`config.mk`:
```
export PLATFORM = sky130hd
export DESIGN_NAME = rps_match_controller
export DESIGN_NICKNAME = d
export VERILOG_FILES = /design/src/rtl/rps_match_controller.sv
export SDC_FILE = /design/constraint.sdc
export NUM_CORES = 1
export LEC_CHECK = 0
export CORE_MARGIN = 1.5
export CORE_UTILIZATION = 30
export CTS_BUF_LIST = sky130_fd_sc_hd__clkbuf_8
export DETAILED_ROUTE_END_ITERATION = 16
export GPL_ROUTABILITY_DRIVEN = 0
export PLACE_DENSITY_LB_ADDON = 0.2
export SETUP_SLACK_MARGIN = 0.15
export SLEW_MARGIN = 15
export SYNTH_ARGS = -nofsm -noshare
export SYNTH_HDL_FRONTEND = slang
export SYNTH_SLANG_ARGS = --single-unit
```
`constraint.sdc`:
```
create_clock -name clk -period 2.2 [get_ports clk]
set_clock_uncertainty 0.05 [all_clocks]
set_input_delay 0.33 -clock clk [delete_from_list [all_inputs] [get_ports clk]]
set_output_delay 0.33 -clock clk [all_outputs]
set_load 0.03 [all_outputs]
```
`src/rtl/rps_match_controller.sv`:
```
// Rock-paper-scissors match controller: collects two moves per round, strobes the scorer,
// keeps score and declares a winner. Define RPS_MATCH_TIMEOUT_EN to enable forfeit-on-timeout.
module rps_match_controller #(
  parameter int unsigned ROUNDS         = 5,
  parameter int unsigned TIMEOUT_CYCLES = 255
) (
  input  logic       clk,
  input  logic       rst_n,
  input  logic       start,
  input  logic [1:0] p1_move,
  input  logic       p1_valid,
  output logic       p1_ready,
  input  logic [1:0] p2_move,
  input  logic       p2_valid,
  output logic       p2_ready,
  output logic [1:0] player1_input,
  output logic [1:0] player2_input,
  output logic       play,
  output logic [7:0] round_count,
  output logic [7:0] p1_wins,
  output logic [7:0] p2_wins,
  output logic       busy,
  output logic       done,
  output logic [1:0] winner,
  output logic       invalid_err
);

  localparam logic [1:0] MvRock     = 2'b01;
  localparam logic [1:0] MvPaper    = 2'b10;
  localparam logic [1:0] MvScissors = 2'b11;
  localparam logic [7:0] RoundsW    = 8'(ROUNDS);
  localparam logic [7:0] HalfW      = 8'(ROUNDS / 2);

  if (ROUNDS < 1 || ROUNDS > 255 || TIMEOUT_CYCLES < 1 || TIMEOUT_CYCLES > 65535)
  begin : g_param_check
    $error("rps_match_controller: parameter out of range");
  end

  typedef enum logic [2:0] {StIdle, StCollect, StPlay, StResult, StDone} state_e;

  state_e state;
  logic   p1_have, p2_have;
`ifdef RPS_MATCH_TIMEOUT_EN
  logic [15:0] timer;
`endif

  function automatic logic beats(input logic [1:0] a, input logic [1:0] b);
    return (a == MvRock && b == MvScissors) || (a == MvScissors && b == MvPaper) ||
           (a == MvPaper && b == MvRock);
  endfunction

  function automatic logic [7:0] sat_inc(input logic [7:0] x);
    return (x == 8'hFF) ? x : x + 8'd1;
  endfunction

  logic p1_xfer, p2_xfer, p1_take, p2_take, p1_next, p2_next;

  assign p1_ready = (state == StCollect) && !p1_have;
  assign p2_ready = (state == StCollect) && !p2_have;
  assign p1_xfer  = p1_valid && p1_ready;
  assign p2_xfer  = p2_valid && p2_ready;
  assign p1_take  = p1_xfer && (p1_move != 2'b00);
  assign p2_take  = p2_xfer && (p2_move != 2'b00);
  assign p1_next  = p1_have || p1_take;
  assign p2_next  = p2_have || p2_take;

  assign busy = (state == StCollect) || (state == StPlay) || (state == StResult);
  assign done = (state == StDone);

  always_ff @(posedge clk or negedge rst_n) begin
    if (!rst_n) begin
      state         <= StIdle;
      p1_have       <= 1'b0;
      p2_have       <= 1'b0;
      player1_input <= 2'b00;
      player2_input <= 2'b00;
      play          <= 1'b0;
      round_count   <= 8'd0;
      p1_wins       <= 8'd0;
      p2_wins       <= 8'd0;
      winner        <= 2'b00;
      invalid_err   <= 1'b0;
`ifdef RPS_MATCH_TIMEOUT_EN
      timer         <= 16'd0;
`endif
    end else begin
      play        <= 1'b0;
      invalid_err <= 1'b0;
      unique case (state)
        StIdle, StDone: begin
          if (start) begin
            state       <= StCollect;
            round_count <= 8'd0;
            p1_wins     <= 8'd0;
            p2_wins     <= 8'd0;
            winner      <= 2'b00;
`ifdef RPS_MATCH_TIMEOUT_EN
            timer       <= 16'd0;
`endif
          end
        end
        StCollect: begin
          // An INVALID move is consumed but not latched, so ready stays high.
          invalid_err <= (p1_xfer && !p1_take) || (p2_xfer && !p2_take);
          if (p1_take) begin
            player1_input <= p1_move;
            p1_have       <= 1'b1;
          end
          if (p2_take) begin
            player2_input <= p2_move;
            p2_have       <= 1'b1;
          end
          if (p1_next && p2_next) begin
            state <= StPlay;
            play  <= 1'b1;
          end
`ifdef RPS_MATCH_TIMEOUT_EN
          else if (timer == 16'(TIMEOUT_CYCLES - 1)) begin
            timer <= 16'd0;
            // Forfeit: the only player who moved takes the round, scorer is bypassed.
            if (p1_next ^ p2_next) begin
              state       <= StResult;
              round_count <= sat_inc(round_count);
              if (p1_next) p1_wins <= sat_inc(p1_wins);
              else         p2_wins <= sat_inc(p2_wins);
            end
          end else begin
            timer <= timer + 16'd1;
          end
`endif
        end
        StPlay: begin
          state       <= StResult;
          round_count <= sat_inc(round_count);
          if (beats(player1_input, player2_input))      p1_wins <= sat_inc(p1_wins);
          else if (beats(player2_input, player1_input)) p2_wins <= sat_inc(p2_wins);
        end
        StResult: begin
          p1_have       <= 1'b0;
          p2_have       <= 1'b0;
          player1_input <= 2'b00;
          player2_input <= 2'b00;
          if (round_count == RoundsW || p1_wins > HalfW || p2_wins > HalfW) begin
            state <= StDone;
            if (p1_wins > p2_wins)      winner <= 2'b01;
            else if (p2_wins > p1_wins) winner <= 2'b10;
            else                        winner <= 2'b00;
          end else begin
            state <= StCollect;
`ifdef RPS_MATCH_TIMEOUT_EN
            timer <= 16'd0;
`endif
          end
        end
        default: state <= StIdle;
      endcase
    end
  end

endmodule
```
==> metrics.yaml, run 1 <==
outcome: "completed"
start_kind: "flip-flop"
clk_pin_slew_worst_paths_ps: 70
dp_hpwl_um: 4621
totalNegativeSetupSlack_ps: 0
final_common_cell: "clkdlybuf4s50_1"
synth_area_leader_cell: "dfrtp_1"
synth_top_area_share: 0.4020
period_needed_ps: 1953
final_util: 0.4089
yosys_warnings: 0
cts_tree: "built"
drv_slew: 0
grt_max_degree: 16
synth_edf_count: 0
dr.pass1.iters: 4
core_um2: 7331
worst_pin_slew_ps: 404.3
port_buffers: 44
fp.dieH_um: 90.63
die_w_um: 90.63
first_iter_violations: 154
finalWirelength_um: 5839
synth_area_leaders: "dfrtp_1 (40%), ha_1 (7.6%), nor2_1 (5.4%), xnor2_1 (4.2%), nand2_1 (3.7%)"
power_density_nw_per_um2: 912.4
numCtsBuffers: 5
setup_violations: 0
hp-class: "in2async"
slew_headroom: 0.7280
drive_gt1_frac: 0.1279
worstSetupEndpointType: "output port"
fin_nets: 328
clkLatencyLatePin_ps: 290
path_max_fanout: 9
stdcell_area_um2: 2998
grt_pass1_wl_um: 10250
ir_drop_mv: 0.2207
drc: 0
viasPerCell: 5.037
final_cells: 404
io_pins: 45
grtUsageTotal: 0.1566
clock_sinks: 37
n_antenna_cell: 0
period_share: 0.8879
antenna_found_initial: 0
wl_per_cell_um: 14.45
critPathArrivalTime_ps: 1570
cts_root_buffer: "clkbuf_8"
drv_cap: 0
start_util: 0.3142
synth.distinct_cells: 52
syn_nets: 272
final_antenna_net_count: 0
critPathKind: "reg2out"
cellLeakagePower_nw: 1.251
yosysSeqAreaShare: 0.4020
row_count: 31
rsz0062_at_grt: "no"
syn_inst: 249
synth_area_um2: 2303
grt_pass1_vias: 1998
avgSynthCellArea_um2: 9.251
hold_violations: 0
synth_ff_type: "dfrtp_1"
num_vias: 2035
dpl-instance-area_um2: 2894
die_area_um2: 8213
area_growth_pct: 30.15
clock_path_buffers: 2
async_reset_ff_frac: 1.000
grt-ovfl-total: 0
dp.cells: 396
h-tree-depth: 2
ys_seq_elements: 37
cp_data_required_time_ps: 1820
fmax_ghz: 0.5119
final_cell_mix: "clkdlybuf4s50_1 (39), dfrtp_1 (37), nor2_1 (33)"
## synthesized netlist by cell type (all sizes together) (2+ instances only)
cell	number
buf	3
a32o	5
nand2b	3
a31o	2
o21ai	15
ha	14
a2111oi	2
dfrtp	37
nor3b	2
nand3	10
o22ai	3
nor4	8
clkbuf	3
a211oi	3
inv	16
xnor2	11
and2	4
mux2i	3
nand4	8
nor2	35
nor2b	2
nor3	2
o31ai	2
nand2	24
a21oi	11
a22o	2
o21a	3
## per-stage QoR
| step | setup slack [ps] | power (mW) | hold slack, ps |
|---|---|---|---|
| after floorplan | 267.4 | 1.787 | -15.59 |
| after global placement | 163.0 | 2.273 | 204.1 |
| after detailed placement | 173.8 | 2.287 | 203.9 |
| after CTS | 154.7 | 2.769 | 440.4 |
| after global routing | 166.9 | 2.950 | 451.5 |
| final | 246.7 | 2.735 | 422.2 |
## power breakdown
group	switching, mW	internal, mW
registers	0.144	0.801
logic	0.781	0.537
clock network	0.229	0.244
## state kept, by name, summed over array words and instances, names as in the netlist
name           flops
player2_input      2
play               1
winner             2
player1_input      2
state              3
p2_have            1
round_count        8
invalid_err        1
p1_wins            8
p2_wins            8
p1_have            1
## repair_timing
action	CTS	global route
gates resized for setup	1	3
endpoints found under the hold margin	12	0
cloned	0	0
buffers inserted	0	0
setup endpoints to repair	1	3
hold buffers	1	0
## metal layers
| metal | part of all wire | vias to the layer above | track usage |
|---|---|---|---|
| met4 | 0.011 | 0 | 0.04762 |
| met3 | 0.044 | 6 | 0.02946 |
| met2 | 0.46 | 47 | 0.2412 |
| met1 | 0.49 | 973 | 0.2208 |
| li1 | - | 1009 | - |
| met5 | 0 | - | 0 |
## logic make-up (layout without fill, tap and decap cells)
group	after synthesis	count (layout)	synth area share
buffers and inverters	22	78	0.04291
AO/OA/AOI/OAI	54	54	0.1695
flip-flops	37	37	0.4020
XOR/XNOR	12	12	0.04563
multiplexers	4	4	0.01793
AND/OR/NAND/NOR	106	106	0.2461
adder cells (fa/ha/maj)	14	14	0.07605
## final timing paths
path	depth (start not counted)	to	slack, ps	startpoint
setup / recovery	3	p1_ready	250	state[2]
hold / removal	2	p2_have	420	rst_n
setup reg to reg	5	winner[1]	260	p1_wins[6]
hold reg to reg	1	winner[1]	470	winner[1]
max in group asynchronous	3	p2_wins[0]	1140	rst_n
min in group clk	1	winner[1]	470	winner[1]
## area by class of cell
class	count	area [um2]
clock inverters	1	3.754
repair buffers	55	516.7
clock buffers	6	82.58
well taps	99	123.9
multi-input cells	190	1285
fillers	745	4333
flip-flops and latches	37	925.9
inverters	16	60.06
## critical path, cell delays in order, from the launching register on
cell     delay [ps]
dfrtp_1         490
or3b_1          480
nor2_2          130
buf_4           170
Power figures use the tool's default switching activity.
==> inputs of run 2 (changes only) <==
- CORE_MARGIN: 1.5 -> 2
==> metrics.yaml, run 2 (synthesis gave the netlist of run 1 again) <==
slew_headroom: 0.7038
dr.pass1.iters: 4
path_cells: "buf_4 -> or3b_1 -> nor2_2 -> buf_4"
cts_tree: "built"
cellLeakagePower_nw: 1.270
grt_pass1_vias: 1997
dp.cells: 396
crit_family: "simple AND/OR/NAND/NOR gates"
hold_violations: 0
grtUsageTotal: 0.1527
final_common_cell: "clkdlybuf4s50_1"
port_buffers: 44
fp.dieH_um: 91.63
drc: 0
period_share: 0.8945
period_needed_ps: 1968
power_density_nw_per_um2: 950.0
fmax_ghz: 0.5082
start_util: 0.3142
finalWirelength_um: 5958
cp_data_required_time_ps: 1820
die_area_um2: 8395
grt_max_degree: 17
top_regs: "p1_wins: 8 flops, p2_wins: 8 flops, round_count: 8 flops"
grt-ovfl-total: 0
start_kind: "flip-flop"
setup_violations: 0
core_um2: 7331
hp-class: "in2async"
crit_buf_inv: 2
rsz0062_at_grt: "yes"
fin_nets: 328
die_w_um: 91.63
numCtsBuffers: 5
worst_pin_slew_ps: 444.4
row_count: 31
n_antenna_cell: 0
drv_cap: 0
cts_root_buffer: "clkbuf_8"
clk_pin_slew_worst_paths_ps: 80
critPathArrivalTime_ps: 1590
first_iter_violations: 123
io_pins: 45
clkLatencyLatePin_ps: 300
outcome: "completed"
h-tree-depth: 2
final_cell_mix: "clkdlybuf4s50_1 (39), dfrtp_1 (36), nor2_1 (33)"
cpMostUsedCell: "buf_4"
drive_gt1_frac: 0.1340
ir_drop_mv: 0.2411
final_antenna_net_count: 0
clock_sinks: 37
final_util: 0.4144
timing.hold.ws_ps: 426.8
num_vias: 2025
clock_path_buffers: 2
worstSetupEndpointType: "output port"
final_cells: 405
p_total_mw: 2.886
post_cts_buffers: 0
slowest_stage: "or3b_1"
drv_slew: 0
totalNegativeSetupSlack_ps: 0
viasPerCell: 5.000
critPathKind: "reg2out"
wl_per_cell_um: 14.71
antenna_found_initial: 0
area_growth_pct: 31.88
grt_pass1_wl_um: 10210
critPathMaxStageDelay_ps: 420
dp_hpwl_um: 4577
path_max_fanout: 7
==> run 2: repair_timing <==
action | in CTS | in global routing
endpoints found under the setup margin | 1 | 6
hold buffers | 1 | 0
cloned | 0 | 0
resized for setup | 1 | 5
hold endpoints to repair | 14 | 0
==> run 2: final timing paths <==
check                           cells past startpoint    endpoint  slack (ps)        from
worst max-delay path                                4    p1_ready         230    state[1]
worst min-delay path                                2        play         430       rst_n
worst min register to register                      1   winner[1]         480   winner[1]
max in group asynchronous                           3  p2_wins[6]        1140       rst_n
min in group clk                                    1   winner[1]         480   winner[1]
worst max register to register                      5   winner[1]         280  p1_wins[6]
==> run 2: through the flow <==
stage	worst slack, ps	instance area, um2
after CTS	199.9	3019
after detailed placement	209.2	2894
final	232.2	3038
after global placement	191.3	2894
after global routing	101.9	3038
after floorplan	267.4	2303
==> run 2: area by class of cell <==
class	instances	area, um2
clock buffers	6	82.58
fillers	752	4293
inverters	16	60.06
multi-input cells	190	1294
clock inverters	2	33.78
flip-flops and latches	37	927.1
repair buffers	55	516.7
well taps	99	123.9
==> run 2: where the power goes <==
part	total [mW]	leakage (nW)	switching, mW	internal, mW
registers	0.943	0.500	0.142	0.801
logic	1.33	0.707	0.788	0.539
clock network	0.616	0.0626	0.251	0.365
total	2.89	1.27	1.18	1.70
==> run 2: routing by layer <==
layer  wire length [um]  GRT usage  vias up  part of all wire
met3                228    0.03533        6             0.038
met4                 77    0.04167        0             0.013
li1                   -          -     1011                 -
met2               2743     0.2365       37              0.46
met5                  0          0        -                 0
met1               2909     0.2134      971              0.49
==> inputs of run 3 (changes only) <==
- CELL_PAD_IN_SITES_DETAIL_PLACEMENT: unset -> 2
- CELL_PAD_IN_SITES_GLOBAL_PLACEMENT: unset -> 2
- GPL_TIMING_DRIVEN: unset -> 0
==> metrics.yaml, run 3 (synthesis gave the netlist of run 1 again) <==
die_w_um: 91.63
first_iter_violations: 45
grt-ovfl-total: 0
grtUsageTotal: 0.1775
area_growth_pct: 30.26
fin_nets: 326
start_kind: "flip-flop"
grt_max_degree: 29
period_needed_ps: 1968
antenna_found_initial: 0
dp_hpwl_um: 5226
outcome: "completed"
cts_root_buffer: "clkbuf_8"
port_buffers: 44
dr.pass1.iters: 4
critPathArrivalTime_ps: 2100
finalWirelength_um: 6959
p_total_mw: 2.763
n_antenna_cell: 0
top_regs: "p1_wins: 8 flops, p2_wins: 8 flops, round_count: 8 flops"
worstSetupEndpointType: "flip-flop"
h-tree-depth: 2
die_area_um2: 8395
hold_violations: 0
drv_cap: 0
final_common_cell: "clkdlybuf4s50_1"
rsz0062_at_grt: "yes"
timing.hold.ws_ps: 406.4
cp_data_required_time_ps: 2330
critPathKind: "reg2reg"
row_count: 31
drive_gt1_frac: 0.1349
wl_per_cell_um: 17.27
fp.dieH_um: 91.63
path_max_fanout: 7
num_vias: 2123
grt_pass1_wl_um: 11930
final_cell_mix: "clkdlybuf4s50_1 (39), dfrtp_1 (36), nor2_1 (33)"
clkLatencyLatePin_ps: 290
drc: 0
core_um2: 7331
clock_path_buffers: 2
clk_pin_slew_worst_paths_ps: 80
hp-class: "in2async"
numCtsBuffers: 5
period_share: 0.8946
grt_pass1_vias: 2297
final_antenna_net_count: 0
cellLeakagePower_nw: 1.238
io_pins: 45
slew_headroom: 0.6478
fmax_ghz: 0.5081
drv_slew: 0
worst_pin_slew_ps: 528.3
start_util: 0.3142
power_density_nw_per_um2: 920.9
cts_tree: "built"
setup_violations: 0
viasPerCell: 5.268
ir_drop_mv: 0.3036
clock_sinks: 37
run 3: worst max-delay path: stages, from the launching register on:
cell and delay, ps:
dfrtp_1 470, inv_1 90, ha_1 320, a21oi_1 190
o22ai_1 110, o21a_1 190, a22o_1 200, mux2_2 250
run 3: timing repair:
action	in CTS	in global routing
endpoints found under the hold margin	9	0
setup buffers	0	1
setup endpoints to repair	15	16
hold buffers	1	0
pin swaps	0	0
resized for setup	13	10
run 3: worst paths after layout:
check / from / end / slack, ps / cells past startpoint
hold reg to reg: winner[1] / winner[1] / 470 / 1
hold / removal: rst_n / state[2] / 410 / 2
max in group asynchronous: rst_n / player1_input[0] / 1240 / 3
setup reg to reg: p1_wins[2] / winner[1] / 230 / 7
min in group clk: winner[1] / winner[1] / 470 / 1
setup / recovery: p1_wins[2] / winner[1] / 230 / 7
run 3: cell type report:
type                    instances  area, um2
plain buffers                   6      41.29
fillers                       814       4330
clock buffers                   5      68.82
inverters                      16      60.06
flip-flops and latches         37      927.1
clock inverters                 3      13.76
multi-input cells             190       1306
repair buffers                 47      459.2
well taps                      99      123.9
run 3: power by group:
group,switching [mW],total (mW),internal [mW]
clock,0.257,0.473,0.215
combinational,0.804,1.32,0.515
sequential,0.170,0.971,0.802
total,1.23,2.76,1.53
run 3: metal layers:
| metal | track usage | wire length, um |
|---|---|---|
| met1 | 0.2409 | 3311 |
| met2 | 0.2904 | 3327 |
| met3 | 0.03369 | 242 |
| met4 | 0.04545 | 78 |
| met5 | 0 | 0 |
run 3: metrics by stage:
stage	util	area [um2]	TNS (ps)	instances	setup slack [ps]
floorplan	-	2303	0	249	267.4
global placement	0.3912	2868	-11900	392	-324.1
detailed placement	0.3932	2883	0	393	7.323
CTS	0.4064	2979	0	402	48.59
global route	0.4093	3000	0	403	57.60
finish	0.4093	3000	0	403	231.8
